## src/rtl/gf2m_reduce_seq.sv

```systemverilog
// gf2m_reduce_seq
// Bit-serial reduction of an unreduced (2M-1)-bit carry-less product modulo
// a fixed degree-M irreducible polynomial POLY. One high-order coefficient
// is cleared per clock, walking idx from 2M-2 down to M. The result is
// handed out as an M-bit field element with valid/ready on both sides.
//
// Optional build macro: GF2M_REDUCE_EARLY_EXIT_EN
//   When defined, the block skips to DONE as soon as every coefficient at
//   or above x^M is zero. That check happens on the accept edge, or after
//   the XOR of any BUSY step. Results are unchanged; only the latency gets
//   shorter. When undefined, every input takes exactly M-1 BUSY cycles.
module gf2m_reduce_seq #(
    parameter int         M    = 6,
    parameter logic [M:0] POLY = 7'h43
) (
    input  logic             clk,
    input  logic             rst_n,
    input  logic             in_valid,
    output logic             in_ready,
    input  logic [2*M-2:0]   in_data,
    output logic             out_valid,
    input  logic             out_ready,
    output logic [M-1:0]     out_data,
    output logic             busy
);

    localparam int W     = 2 * M - 1;
    localparam int IDX_W = $clog2(W);

    // POLY widened to the work-register width so that it can be shifted
    // into place under the current leading coefficient.
    localparam logic [W-1:0] POLY_EXT = W'(POLY);

    typedef enum logic [1:0] {
        ST_IDLE = 2'd0,
        ST_BUSY = 2'd1,
        ST_DONE = 2'd2
    } state_t;

    state_t               state_q;
    logic [W-1:0]         r_q;
    logic [W-1:0]         r_d;
    logic [IDX_W-1:0]     idx_q;
    logic [IDX_W-1:0]     shift_amt;
    logic                 in_ready_q;
    logic                 out_valid_q;
    logic                 busy_q;
    logic [M-1:0]         out_data_q;
    logic                 step_done;
`ifdef GF2M_REDUCE_EARLY_EXIT_EN
    logic                 in_upper_zero;
`endif

    // Single reduction step: cancel coefficient idx by XORing the modulus
    // aligned to that degree. The step count below decides when to stop.
    always_comb begin
        shift_amt = idx_q - IDX_W'(M);
        r_d       = r_q;
        if (r_q[idx_q]) begin
            r_d = r_q ^ (POLY_EXT << shift_amt);
        end
`ifdef GF2M_REDUCE_EARLY_EXIT_EN
        step_done     = (idx_q == IDX_W'(M)) || (r_d[W-1:M] == '0);
        in_upper_zero = (in_data[W-1:M] == '0);
`else
        step_done     = (idx_q == IDX_W'(M));
`endif
    end

    // Control FSM with work register and registered handshake outputs.
    always_ff @(posedge clk or negedge rst_n) begin
        if (!rst_n) begin
            state_q     <= ST_IDLE;
            r_q         <= '0;
            idx_q       <= '0;
            in_ready_q  <= 1'b1;
            out_valid_q <= 1'b0;
            busy_q      <= 1'b0;
            out_data_q  <= '0;
        end else begin
            case (state_q)
                ST_IDLE: begin
                    if (in_valid) begin
                        r_q        <= in_data;
                        idx_q      <= IDX_W'(W - 1);
                        in_ready_q <= 1'b0;
`ifdef GF2M_REDUCE_EARLY_EXIT_EN
                        if (in_upper_zero) begin
                            state_q     <= ST_DONE;
                            out_valid_q <= 1'b1;
                            out_data_q  <= in_data[M-1:0];
                        end else begin
                            state_q <= ST_BUSY;
                            busy_q  <= 1'b1;
                        end
`else
                        state_q <= ST_BUSY;
                        busy_q  <= 1'b1;
`endif
                    end
                end
                ST_BUSY: begin
                    r_q   <= r_d;
                    idx_q <= idx_q - 1'b1;
                    if (step_done) begin
                        state_q     <= ST_DONE;
                        busy_q      <= 1'b0;
                        out_valid_q <= 1'b1;
                        out_data_q  <= r_d[M-1:0];
                    end
                end
                ST_DONE: begin
                    if (out_ready) begin
                        state_q     <= ST_IDLE;
                        out_valid_q <= 1'b0;
                        in_ready_q  <= 1'b1;
                    end
                end
                default: begin
                    state_q     <= ST_IDLE;
                    in_ready_q  <= 1'b1;
                    out_valid_q <= 1'b0;
                    busy_q      <= 1'b0;
                end
            endcase
        end
    end

    assign in_ready  = in_ready_q;
    assign out_valid = out_valid_q;
    assign busy      = busy_q;
    assign out_data  = out_data_q;

endmodule

```

## config.mk

```make
export PLATFORM = sky130hd
export DESIGN_NAME = gf2m_reduce_seq
export DESIGN_NICKNAME = d
export VERILOG_FILES = /design/src/rtl/gf2m_reduce_seq.sv
export SDC_FILE = /design/constraint.sdc
export NUM_CORES = 1
export LEC_CHECK = 0
export CAP_MARGIN = 20
export CORE_UTILIZATION = 40
export DETAILED_ROUTE_END_ITERATION = 7
export PLACE_DENSITY = 0.65
export SETUP_SLACK_MARGIN = 0.15
export SLEW_MARGIN = 20
export SYNTH_ARGS = -nofsm -noshare
export SYNTH_HDL_FRONTEND = slang
export SYNTH_SLANG_ARGS = --single-unit
```

## constraint.sdc

```tcl
create_clock -name clk -period 2.5 [get_ports clk]
set_clock_uncertainty 0.1 [all_clocks]
set_input_delay 0.375 -clock clk [delete_from_list [all_inputs] [get_ports clk]]
set_output_delay 0.375 -clock clk [all_outputs]
set_load 0.1 [all_outputs]
```

==> impl_metrics.py, run 1 <==
metrics = {
    "outcome": {
        "status": "completed",
    },
    "global_route": {
        "grt_pass1_vias": 1720,
        "grt.overflow.total": 0,
        "grt_antenna_before_repair": 0,
        "grt_pass1_wl_um": 8620,
        "grt_max_degree": 27,
        "grt_usage_pct": 22.3,
    },
    "cells_and_area": {
        "final_cell_mix": "buf_4 (34), nand2_1 (26), dfrtp_1 (23)",
        "n_antenna_cell": 0,
        "drive_above_1_share_pct": 23.2,
        "syn2layout_area_growth_pct": 29.3,
        "final_common_cell": "buf_4",
        "fin_nets": 280,
    },
    "floorplan": {
        "die_h_um": 70.1,
        "coreArea_sq_um": 4410,
        "start_util_pct": 42.0,
        "ios": 24,
        "die_w_um": 70.1,
        "num_rows": 24,
        "die-area_sq_um": 4920,
    },
    "routing": {
        "drt-total-wl_um": 5070,
        "vias": 1704,
        "routedWlPerCell_um": 16.6,
        "postRouteAntennaNets": 0,
        "viasPerCell": 5.57,
        "drc": 0,
        "drt_iter0_drc": 157,
        "drt_first_pass_iters": 4,
    },
    "setup_path": {
        "cp_data_required_time_ps": 2580,
        "critical_path_class": "reg2reg",
        "crit_fanout": 6,
        "critPathCaptureType": "register",
        "start_kind": "register",
        "critPathArrivalTime_ps": 2430,
    },
    "synthesis": {
        "yosys_warnings": 0,
        "syn_area_per_cell_sq_um": 8.92,
        "synthMuxAreaShare_pct": 9.17,
        "ys_seq_area_share_pct": 35.1,
        "synth_xor_area_share_pct": 3.78,
        "synth_cells": 208,
        "syn-cell-area_sq_um": 1860,
        "synth_top_family_by_area": "compound AO/OA/AOI/OAI gates",
        "synth_fa_ha_area_share_pct": 6.74,
        "ys_ff_latch": 26,
        "synth-compound-area-share_pct": 21.0,
        "synthSimpleGateAreaFrac_pct": 20.1,
        "ys_types": 41,
        "syn_nets": 233,
    },
    "hold_path": {
        "hp-class": "in2async",
    },
    "place": {
        "dp_hpwl_um": 3800,
        "io_buffers": 23,
        "place.gp.congestion": 0.952,
    },
    "timing": {
        "post-route-period-util_pct": 94.2,
        "tightest_slew_ps": 445,
        "rsz0062_at_grt": "yes",
        "slew_headroom_pct": 69.5,
        "fmax_mhz": 425,
        "hold_viol_final": 0,
        "setup_viol": 0,
        "drv_slew": 0,
        "finalCriticalPeriod_ps": 2360,
        "fin_setup_tns_ps": 0,
    },
    "cts": {
        "cts.htree.levels": 1,
        "cts_buffers": 3,
        "cts-root-buf": "clkbuf_8",
        "clk_path_buf_depth": 2,
        "clk_pin_slew_ps": 100,
        "hold_buffers": 0,
        "tritoncts": "yes",
        "clock_latency_ps": 280,
        "cts_sinks": 26,
    },
    "job": {
        "cap_viol_max_count": 0,
    },
}
worst max-delay path, stage by stage, from the launching register on:
cell and delay, ps:
dfrtp_2 440, buf_6 140, mux2i_1 120, mux4_2 520, o31ai_4 190, buf_6 160, mux2_4 300, a221o_1 280
sequential cells by signal (all words and copies together), names as in the netlist:
| name | cells |
|---|---|
| busy | 1 |
| idx_q | 4 |
| in_ready | 1 |
| out_data | 6 |
| out_valid | 1 |
| r_q | 11 |
| state_q | 2 |
Yosys cell counts:
library cell  number  share of area [%]
nand3b_1           1               0.40
inv_1              9                1.8
nand3_1            8                2.2
mux2_2             4                2.4
xnor2_1            7                3.3
a2111oi_0          1               0.47
buf_2              1               0.27
nand2b_1           4                1.3
o311ai_0           4                1.9
nand2_1           26                5.3
nor2_1            13                2.6
mux2i_1            8                4.3
a211oi_1           6                2.4
o21ai_0           20                5.4
and2_0             1               0.34
nand4b_1           1               0.47
dfstp_2            1                1.4
a221o_1            1               0.54
o221ai_1           1               0.47
and2_1             3                1.0
ha_1              10                6.7
nor4_1             2               0.67
o22ai_1            2               0.67
nor3_1             2               0.54
buf_6              1               0.61
clkbuf_1           7                1.4
a21oi_1            7                1.9
nor2b_1            8                2.7
a31oi_1            1               0.34
and3_1             5                1.7
dfrtp_1           25                 34
nor3b_1            1               0.40
nor4b_1            1               0.47
a21boi_0           2               0.81
o21a_1             1               0.40
o2111ai_1          4                1.9
a22oi_1            2               0.81
mux4_2             2                2.4
o221a_2            3                1.8
xor2_1             1               0.47
o31ai_4            1                1.1
what timing repair did:
action	in CTS	in global routing
buffers inserted	2	3
resized for setup	2	15
endpoints found under the setup margin	8	11
kinds of logic (layout without fill, tap and decap cells):
group,Yosys count,in the layout
XOR/XNOR,8,8
AND/OR/NAND/NOR,76,76
multiplexers,14,14
flip-flops,26,26
adder cells (fa/ha/maj),10,10
AO/OA/AOI/OAI,56,56
buffers and inverters,18,64
per-layer routing:
layer	up-vias	GRT usage [%]	wire, um
met3	8	3.03	202
li1	847	-	-
met2	42	37.3	2420
met5	-	0	0
met1	807	30.2	2370
met4	0	6.22	82
final cells by class:
class                           count  area, sq um
Tap cell                           52         65.1
Inverter                            9         33.8
Fill cell                         412         2010
Timing Repair Buffer               51          429
Clock buffer                        4         55.1
Multi-Input combinational cell    164         1160
Sequential cell                    26          654
through the flow:
stage | cell area, sq um | hold WS [ps] | cells | utilization (%) | setup WS (ps)
detailed placement | 2260 | 371 | 297 | 51.2 | 50.5
floorplan | 1860 | -20.6 | 208 | - | 87.9
global placement | 2260 | 364 | 297 | 51.2 | 130
CTS | 2330 | 365 | 303 | 52.9 | 152
global route | 2400 | 387 | 306 | 54.4 | 106
finish | 2400 | 355 | 306 | 54.4 | 145
worst paths after layout:
kind | startpoint | end | slack, ps | cells past startpoint
worst max-delay path | idx_q[1]$_DFFE_PN0P_ | r_q[8]$_DFFE_PN0P_ | 140 | 7
worst min-delay path | rst_n | out_data[1]$_DFFE_PN0P_ | 350 | 2
worst max register to register | idx_q[1]$_DFFE_PN0P_ | r_q[8]$_DFFE_PN0P_ | 140 | 7
worst min register to register | out_data[5]$_DFFE_PN0P_ | out_data[5]$_DFFE_PN0P_ | 390 | 2
max in group asynchronous | rst_n | in_ready$_DFFE_PN1P_ | 1640 | 2
min in group clk | out_data[5]$_DFFE_PN0P_ | out_data[5]$_DFFE_PN0P_ | 390 | 2
Power of run 1 is left out: the tool's default activity adds up to more than one toggle a clock period on the data nets, which glitch-free logic cannot reach.
==> run 2, diff against run 1 <==
- CORE_UTILIZATION: 40 -> 50
- PLACE_DENSITY: 0.65 -> 0.78
==> impl_metrics.py, run 2 (synthesized netlist as in run 1, its figures left out) <==
metrics = {
    "floorplan": {
        "coreArea_sq_um": 3440,
        "die-area_sq_um": 3960,
        "start_util_pct": 53.9,
        "die_h_um": 62.9,
        "die_w_um": 62.9,
        "ios": 24,
        "num_rows": 21,
    },
    "cells_and_area": {
        "drive_above_1_share_pct": 21.0,
        "fillers": 282,
        "syn2layout_area_growth_pct": 27.6,
        "fin_nets": 278,
        "final_cell_mix": "buf_4 (31), nand2_1 (26), dfrtp_1 (23)",
        "design_area_sq_um": 2370,
        "final_common_cell": "buf_4",
        "largest_reg_flops": 11,
        "regMostFlops": "r_q",
        "n_antenna_cell": 0,
    },
    "timing": {
        "setup_ws_ps": 102,
        "fmax_mhz": 417,
        "slew_headroom_pct": 68.1,
        "post-route-period-util_pct": 95.9,
        "hold_viol_final": 0,
        "drv_slew": 0,
        "tightest_slew_ps": 476,
        "fin_setup_tns_ps": 0,
        "finalCriticalPeriod_ps": 2400,
        "setup_viol": 0,
        "rsz0062_at_grt": "yes",
    },
    "place": {
        "dp_hpwl_um": 3450,
        "placed_cell_area_sq_um": 2230,
        "dp_slack_ps": 17.9,
        "io_buffers": 23,
        "place.gp.congestion": 0.922,
    },
    "setup_path": {
        "worst-r2r-setup-slack_ps": 100,
        "cp_data_required_time_ps": 2570,
        "cp_num_buf_inv": 2,
        "crit_chain": "buf_6 -> mux2i_1 -> mux4_2 -> o31ai_4 -> buf_6 -> mux2_4 -> a221o_1",
        "crit_fanout": 4,
        "critical_path_depth": 7,
        "slowest_delay_ps": 520,
        "start_kind": "register",
        "cpMaxStageDelayCell": "mux4_2",
        "critPathArrivalTime_ps": 2470,
        "critical_path_class": "reg2reg",
        "critPathCaptureType": "register",
        "critical-path-top-delay-family": "multiplexers",
        "crit_top_cell": "buf_6",
        "rr_worst_depth": 7,
    },
    "outcome": {
        "status": "completed",
    },
    "global_route": {
        "grt.overflow.total": 0,
        "grt_antenna_before_repair": 0,
        "grt_max_degree": 27,
        "grt_pass1_vias": 1652,
        "grt_pass1_wl_um": 7940,
        "grt_usage_pct": 26.0,
    },
    "cts": {
        "cts.htree.levels": 1,
        "clock_latency_ps": 280,
        "cts_sinks": 26,
        "cts-root-buf": "clkbuf_8",
        "hold_buffers": 0,
        "cts_buffers": 3,
        "tritoncts": "yes",
        "clk_path_buf_depth": 2,
        "clk_pin_slew_ps": 100,
    },
    "hold_path": {
        "hp-class": "in2async",
    },
    "routing": {
        "viasPerCell": 5.84,
        "routedWlPerCell_um": 16.1,
        "drt_first_pass_iters": 4,
        "vias": 1740,
        "drc": 0,
        "drt_iter0_drc": 126,
        "drt-total-wl_um": 4790,
        "postRouteAntennaNets": 0,
    },
    "job": {
        "cap_viol_max_count": 0,
    },
}
[run 2: cell count changes in the layout (fill, tap and decap cells not counted), sizes merged]
| cell | previous run | this run |
|---|---|---|
| buf | 37 | 35 |
[run 2: what timing repair did]
action / 4_1_cts / 5_1_grt
pin swaps: 1 / 1
setup buffers: 4 / 2
resized for setup: 2 / 13
setup endpoints to repair: 6 / 14
[run 2: final timing paths]
kind / from / endpoint
worst max-delay path: idx_q[1]$_DFFE_PN0P_ / r_q[8]$_DFFE_PN0P_
worst min-delay path: rst_n / out_data[5]$_DFFE_PN0P_
worst max register to register: idx_q[1]$_DFFE_PN0P_ / r_q[8]$_DFFE_PN0P_
worst min register to register: out_data[0]$_DFFE_PN0P_ / out_data[0]$_DFFE_PN0P_
max in group asynchronous: rst_n / in_ready$_DFFE_PN1P_
min in group clk: out_data[0]$_DFFE_PN0P_ / out_data[0]$_DFFE_PN0P_
[run 2: area by class of cell]
class | instances | area, sq um | area share (%)
multi-input cells | 164 | 1160 | 49.0
inverters | 9 | 33.8 | 1.43
well taps | 46 | 57.6 | 2.43
repair buffers | 49 | 418 | 17.6
clock buffers | 4 | 45.0 | 1.90
flip-flops and latches | 26 | 654 | 27.6
[run 2: metal layers]
metal | up-vias | track usage [%] | part of all wire [%]
li1 | 840 | - | -
met1 | 843 | 34.8 | 46
met2 | 48 | 41.1 | 48
met3 | 9 | 3.28 | 4.0
met4 | 0 | 12.2 | 2.4
met5 | - | 0 | 0
[run 2: worst reg2reg max path: stages, from the launching register on]
cell,delay [ps]
dfrtp_2,440
buf_6,140
mux2i_1,120
mux4_2,520
o31ai_4,240
buf_6,150
mux2_4,290
a221o_1,290
[run 2: through the flow]
step | utilization (%) | hold slack, ps | cells
2_1_floorplan | - | -20.6 | 208
3_3_place_gp | 64.8 | 363 | 288
3_5_place_dp | 64.8 | 371 | 288
4_1_cts | 67.1 | 376 | 296
5_1_grt | 68.8 | 396 | 298
6_report | 68.8 | 361 | 298
Power of run 2 is left out for the same reason.
==> run 3, diff against run 2 <==
- CAP_MARGIN: 20 -> 0
==> results of run 3 <==
No change in the layout: final DEF, timing and power equal those of run 2.
Power of run 3 is left out for the same reason.
